### src/rtl/svc_axi_latency_monitor.sv
// Passive AXI4 monitor: outstanding burst counts, response stall timers and sticky protocol flags.
// Optional formal hooks (assume bounded slave latency, assert no errors) via SVC_AXI_LATMON_FORMAL_EN.
module svc_axi_latency_monitor #(
    parameter int AXI_ID_WIDTH    = 2,
    parameter int MAX_OUTSTANDING = 4,
    parameter int RD_WAIT_MAX     = 4,
    parameter int WR_WAIT_MAX     = 2,
    localparam int CW = $clog2(MAX_OUTSTANDING + 1),
    localparam int RW = (RD_WAIT_MAX > 0) ? $clog2(RD_WAIT_MAX + 1) : 1,
    localparam int WW = (WR_WAIT_MAX > 0) ? $clog2(WR_WAIT_MAX + 1) : 1
) (
    input  logic          clock,
    input  logic          reset,
    input  logic          arvalid,
    input  logic          arready,
    input  logic [7:0]    arlen,
    input  logic          rvalid,
    input  logic          rready,
    input  logic          rlast,
    input  logic          awvalid,
    input  logic          awready,
    input  logic          bvalid,
    input  logic          bready,
    output logic [CW-1:0] rd_outstanding,
    output logic [CW-1:0] wr_outstanding,
    output logic [RW-1:0] rd_wait_count,
    output logic [WW-1:0] wr_wait_count,
    output logic          rd_stall_max,
    output logic          wr_stall_max,
    output logic          rd_proto_err,
    output logic          wr_proto_err,
    output logic          ovf_err
);
    localparam int PW = (MAX_OUTSTANDING > 1) ? $clog2(MAX_OUTSTANDING) : 1;
    localparam logic [CW-1:0] MAX_C    = CW'(MAX_OUTSTANDING);
    localparam logic [PW-1:0] LAST_PTR = PW'(MAX_OUTSTANDING - 1);
    localparam logic [RW-1:0] RD_MAX_C = RW'(RD_WAIT_MAX);
    localparam logic [WW-1:0] WR_MAX_C = WW'(WR_WAIT_MAX);

    if (AXI_ID_WIDTH < 1 || MAX_OUTSTANDING < 1 ||
        (MAX_OUTSTANDING & (MAX_OUTSTANDING - 1)) != 0) begin : g_bad_param
        $error("svc_axi_latency_monitor: invalid parameters");
    end

    logic [7:0]    len_q [MAX_OUTSTANDING];
    logic [7:0]    len_d [MAX_OUTSTANDING];
    logic [PW-1:0] rd_wptr_q, rd_wptr_d, rd_rptr_q, rd_rptr_d;
    logic [7:0]    rd_beat_q, rd_beat_d;
    logic [CW-1:0] rd_out_q, rd_out_d, wr_out_q, wr_out_d;
    logic [RW-1:0] rd_wait_q, rd_wait_d;
    logic [WW-1:0] wr_wait_q, wr_wait_d;
    logic          rd_err_q, rd_err_d, wr_err_q, wr_err_d, ovf_q, ovf_d;

    logic ar_hs, r_hs, aw_hs, b_hs;
    logic rd_empty, rd_full, wr_empty, wr_full;
    logic rd_push, rd_pop, wr_push, wr_pop;
    logic [7:0] head;

    always_comb begin
        ar_hs    = arvalid && arready;
        r_hs     = rvalid && rready;
        aw_hs    = awvalid && awready;
        b_hs     = bvalid && bready;
        rd_empty = (rd_out_q == '0);
        rd_full  = (rd_out_q == MAX_C);
        wr_empty = (wr_out_q == '0);
        wr_full  = (wr_out_q == MAX_C);
        head     = len_q[rd_rptr_q];
        rd_pop   = r_hs && rlast && !rd_empty;
        wr_pop   = b_hs && !wr_empty;
        // A push into a full channel is legal only when a pop frees the slot in the same cycle.
        rd_push  = ar_hs && (!rd_full || rd_pop);
        wr_push  = aw_hs && (!wr_full || wr_pop);

        len_d     = len_q;
        rd_wptr_d = rd_wptr_q;
        rd_rptr_d = rd_rptr_q;
        rd_beat_d = rd_beat_q;
        rd_err_d  = rd_err_q;
        wr_err_d  = wr_err_q;
        ovf_d     = ovf_q;

        if (r_hs) begin
            if (rd_empty) begin
                rd_err_d = 1'b1;
            end else begin
                if (rlast != (rd_beat_q == head)) rd_err_d = 1'b1;
                rd_beat_d = rlast ? '0 : rd_beat_q + 8'd1;
            end
        end
        if (b_hs && wr_empty) wr_err_d = 1'b1;
        if ((ar_hs && !rd_push) || (aw_hs && !wr_push)) ovf_d = 1'b1;

        if (rd_push) begin
            len_d[rd_wptr_q] = arlen;
            rd_wptr_d = (rd_wptr_q == LAST_PTR) ? '0 : rd_wptr_q + 1'b1;
        end
        if (rd_pop) rd_rptr_d = (rd_rptr_q == LAST_PTR) ? '0 : rd_rptr_q + 1'b1;

        rd_out_d = rd_out_q + CW'(rd_push) - CW'(rd_pop);
        wr_out_d = wr_out_q + CW'(wr_push) - CW'(wr_pop);

        // Stall timers look at the pre-update counts.
        if (r_hs || rd_empty)        rd_wait_d = '0;
        else if (rd_wait_q == RD_MAX_C) rd_wait_d = RD_MAX_C;
        else                         rd_wait_d = rd_wait_q + 1'b1;
        if (b_hs || wr_empty)        wr_wait_d = '0;
        else if (wr_wait_q == WR_MAX_C) wr_wait_d = WR_MAX_C;
        else                         wr_wait_d = wr_wait_q + 1'b1;
    end

    always_ff @(posedge clock) begin
        if (reset) begin
            len_q     <= '{default: '0};
            rd_wptr_q <= '0;
            rd_rptr_q <= '0;
            rd_beat_q <= '0;
            rd_out_q  <= '0;
            wr_out_q  <= '0;
            rd_wait_q <= '0;
            wr_wait_q <= '0;
            rd_err_q  <= 1'b0;
            wr_err_q  <= 1'b0;
            ovf_q     <= 1'b0;
        end else begin
            len_q     <= len_d;
            rd_wptr_q <= rd_wptr_d;
            rd_rptr_q <= rd_rptr_d;
            rd_beat_q <= rd_beat_d;
            rd_out_q  <= rd_out_d;
            wr_out_q  <= wr_out_d;
            rd_wait_q <= rd_wait_d;
            wr_wait_q <= wr_wait_d;
            rd_err_q  <= rd_err_d;
            wr_err_q  <= wr_err_d;
            ovf_q     <= ovf_d;
        end
    end

    assign rd_outstanding = rd_out_q;
    assign wr_outstanding = wr_out_q;
    assign rd_wait_count  = rd_wait_q;
    assign wr_wait_count  = wr_wait_q;
    assign rd_stall_max   = (rd_wait_q == RD_MAX_C);
    assign wr_stall_max   = (wr_wait_q == WR_MAX_C);
    assign rd_proto_err   = rd_err_q;
    assign wr_proto_err   = wr_err_q;
    assign ovf_err        = ovf_q;

`ifdef SVC_AXI_LATMON_FORMAL_EN
    // Bounded slave latency keeps liveness properties provable.
    always_ff @(posedge clock) begin
        if (!reset) begin
            if (rd_out_q != '0) assume (rd_wait_q < RD_MAX_C);
            if (wr_out_q != '0) assume (wr_wait_q < WR_MAX_C);
            assert (!rd_err_q && !wr_err_q && !ovf_q);
        end
    end
`endif
endmodule

### config.mk
export PLATFORM = sky130hd
export DESIGN_NAME = svc_axi_latency_monitor
export DESIGN_NICKNAME = d
export VERILOG_FILES = /design/src/rtl/svc_axi_latency_monitor.sv
export SDC_FILE = /design/constraint.sdc
export NUM_CORES = 1
export LEC_CHECK = 0
export ABC_AREA = 1
export ABC_CLOCK_PERIOD_IN_PS = 3010
export CAP_MARGIN = 20
export CORE_ASPECT_RATIO = 1.4
export CORE_MARGIN = 4
export CORE_UTILIZATION = 45
export CTS_BUF_LIST = sky130_fd_sc_hd__clkbuf_4 sky130_fd_sc_hd__clkbuf_8
export CTS_CLUSTER_DIAMETER = 80
export DETAILED_ROUTE_END_ITERATION = 6
export PLACE_DENSITY_LB_ADDON = 0.2
export SYNTH_ARGS = -nofsm -noshare
export SYNTH_HDL_FRONTEND = slang
export SYNTH_SLANG_ARGS = --single-unit
export TNS_END_PERCENT = 5
### constraint.sdc
create_clock -name clock -period 3.01 [get_ports clock]
set_input_delay 0.4515 -clock clock [delete_from_list [all_inputs] [get_ports clock]]
set_output_delay 0.4515 -clock clock [all_outputs]
set_load 0.02 [all_outputs]
==> impl_results.md <==
- Status: completed
- WHS Path Cells: 1
- Iteration-0 DRC Markers: 169
- Final Hold Vio Count: 0
- Reg2reg end: rd_outstanding[2]
- Final-report setup violation count: 0
- ANT cells: 0
- Worst-path clk slew: 0.06 ns
- Largest net degree at the start of global routing: 40
- RePlAce Congestion: 0.835
- Die width: 76.2 um
- Clock root buffer master: clkbuf_8
- Clock tree buffer depth: 2
- Port Buffers: 34
- Final min period: 2.43 ns
- Final std cells w/o fill: 514
- Global routing met1 resource utilization: 18.9%
- Path depth of the worst reg2reg path: 14
- Cell taking the most area after synthesis: dfxtp_1
- DR vias/cell: 5.25
- Total grt overflow: 0
- Placed cells: 499
- Met2 Use GR: 32.1%
- Req. time, crit path: 3.23 ns
- Slew HR: 70.9%
- Final nets: 472
- Worst-margin pin slew: 0.436 ns
- I/O Pins: 35
- HP Start: wr_wait_count[0]
- Clock Sinks: 58
- Post-synthesis sequential area ratio: 39.7%
- Number of synthesized flops with an enable pin: 0
- Post-Syn Instances: 406
- Post-synth cell types: 34
- Setup_tns: 0 ns
- Fill cells: 612
- Commonest cells post-synth: nand2_1, nand3_1, dfxtp_1, a21oi_1, inv_1
- Worst-skew pair later-pin latency: 0.33 ns
- CP startpoint: bvalid
- CTS tree: yes
- Crit path DAT: 2.65 ns
- P per Cell Area: 620 nW/um2
- TritonCTS Buffers: 9
- Synth Flop Type: dfxtp_1
- Pwr Total: 2.14 mW
- Number of remaining DRC errors: 0
- Dominant cells by area after synthesis: dfxtp_1, nand2_1, nand3_1
- Core area: 6250 um2
- Setup Skew: 0.00781 ns
- Max-Cap Viols: 0
- Final worst slack: 0.578 ns
- Post-cts sizing count: 0
- Peak VDD IR: 0.475 mV
- Leak: 1.40 nW
- Routed WL: 6520 um
- Antenna Nets Post-Route: 0
- Routed via count: 2699
- FF-to-FF setup slack: 0.81 ns
- Initial antenna violation count: 0
- Post-DP HPWL: 4680 um
- Synthesis-to-layout area growth: 17.7%
- Fraction of registers with async set/reset: 0%
- Vias in the first global route: 2541
- Setup Buffers After CTS: 0
- Reg2reg start: rd_outstanding[2]
- Yosys warnings: 0
- Hold-fix buffers, CTS: 0
- Row cnt: 34
- First-pass detailed-route iteration total: 4
- First-pass GRT wire length: 11100 um
- Max Fclk: 411 MHz
- Tot GR Track Use: 17.5%
- Setup WS pre-CTS: 0.221 ns
- Slew Viols, Final: 0
- Crit Path Category: input port to flop
- Die area: 7880 um2
- Share of cells above drive strength 1: 8.14%
- Syn_nets: 440
- H-Tree Depth: 3
- Tcrit/Tclk final: 80.8%
- Most numerous cell in the Yosys netlist: nand2_1
- RSZ-0062 raised after global routing: no
- Synth top area share: 39.7%
- Met3 usage: 3.81%
- Mapped Area: 2930 um2
- Number of synthesized register bits: 58
- Synthesized area per cell: 7.21 um2
- Wire length per cell: 12.7 um
- Class of the worst hold path: flop to flop
- Max FO, Critical Path: 3
- WHS Endpoint: wr_wait_count[0]
- Top Usage Layer GRT: met2
- Crit end category: flop
- Startpoint types: input port
- Initial Util: 46.8%
- Die H: 103 um
[power breakdown]
part           leakage (nW)  internal (mW)  total (mW)  switching (mW)
clock network        0.0954          0.344       0.637           0.293
logic                 0.829          0.242       0.599           0.356
registers             0.470          0.837       0.901          0.0635
[critical path, stage by stage]
cell and delay, ns:
clkdlybuf4s50_1 0.40, nand2_1 0.10, inv_1 0.06, nor4b_1 0.28, nand3b_1 0.16, ha_1 0.22
inv_1 0.05, ha_1 0.13, inv_1 0.05, fa_1 0.37, xor2_1 0.16, o21ai_0 0.16
a21oi_1 0.06
[stage by stage]
stage          hold WS [ns]  cell area (um2)  util [%]
2_1_floorplan         0.441             2930         -
3_3_place_gp          0.437             3270      52.3
3_5_place_dp          0.443             3270      52.3
4_1_cts               0.449             3450      55.1
5_1_grt               0.472             3450      55.1
6_report              0.445             3450      55.1
[layer usage]
layer / share of wire (%) / vias to the layer above / wire [um]
met2: 51 / 51 / 3340
li1: - / 1384 / -
met4: 2.9 / 0 / 189
met3: 3.8 / 17 / 247
met1: 42 / 1247 / 2740
met5: 0 / - / 0
[layout by cell type, fill, tap and decap left out]
cell type / synthesis / final
clkdlybuf4s50_1: 0 / 34
dfxtp_1: 58 / 58
nand3b_1: 1 / 1
buf_4: 1 / 2
xor2_1: 2 / 2
inv_8: 1 / 1
inv_4: 2 / 2
clkbuf_4: 0 / 1
nand4_1: 2 / 2
nand2_4: 3 / 3
a21oi_2: 3 / 3
fa_1: 2 / 2
nor3b_1: 3 / 3
a211oi_1: 1 / 1
clkbuf_8: 0 / 11
nand3_1: 60 / 60
a31oi_1: 1 / 1
nor4_1: 1 / 1
ha_1: 13 / 13
nand3_2: 1 / 1
clkinv_1: 1 / 1
nor2_1: 22 / 22
nand4_2: 1 / 1
clkinv_2: 0 / 3
nand2_1: 115 / 115
nor4b_1: 1 / 1
nor3_1: 3 / 3
o21ai_0: 9 / 9
o21a_1: 1 / 1
inv_2: 2 / 2
a21oi_1: 41 / 41
inv_1: 35 / 35
or2_2: 1 / 1
nand2_2: 5 / 5
[worst max path at each step]
stage                        endpoint  cells past startpoint
floorplan           wr_outstanding[2]                     12
global placement    wr_outstanding[2]                     13
detailed placement  wr_outstanding[2]                     13
CTS                 wr_outstanding[2]                     13
global route        wr_outstanding[2]                     13
finish              wr_outstanding[2]                     13
[flip-flops by register name, summed over array words and instances, names as in the netlist]
signal and flops:
rd_wait_count 3, wr_outstanding 3, rd_rptr_q 2, wr_proto_err 1
rd_wptr_q 2, ovf_err 1, len_q 32, rd_proto_err 1
rd_outstanding 3, rd_beat_q 8, wr_wait_count 2
[logic make-up (layout without fill, tap and decap cells)]
family          after synthesis  after routing  share of synthesized area (%)
compound gates               56             56                           10.2
xor+xnor                      2              2                          0.599
fa+ha+maj                    15             15                           6.93
buf+inv                      56             92                           9.11
flops                        58             58                           39.7
simple gates                219            219                           33.5
[area by class of cell]
| class | instances | area (um2) | area share (%) |
|---|---|---|---|
| Clock inverter | 3 | 15.0 | 0.436 |
| Multi-Input combinational cell | 292 | 1500 | 43.5 |
| Clock buffer | 12 | 159 | 4.61 |
| Inverter | 41 | 166 | 4.83 |
| Tap cell | 72 | 90.1 | 2.61 |
| Timing Repair Buffer | 36 | 355 | 10.3 |
| Sequential cell | 58 | 1160 | 33.7 |
(Power assumes the default switching activity.)
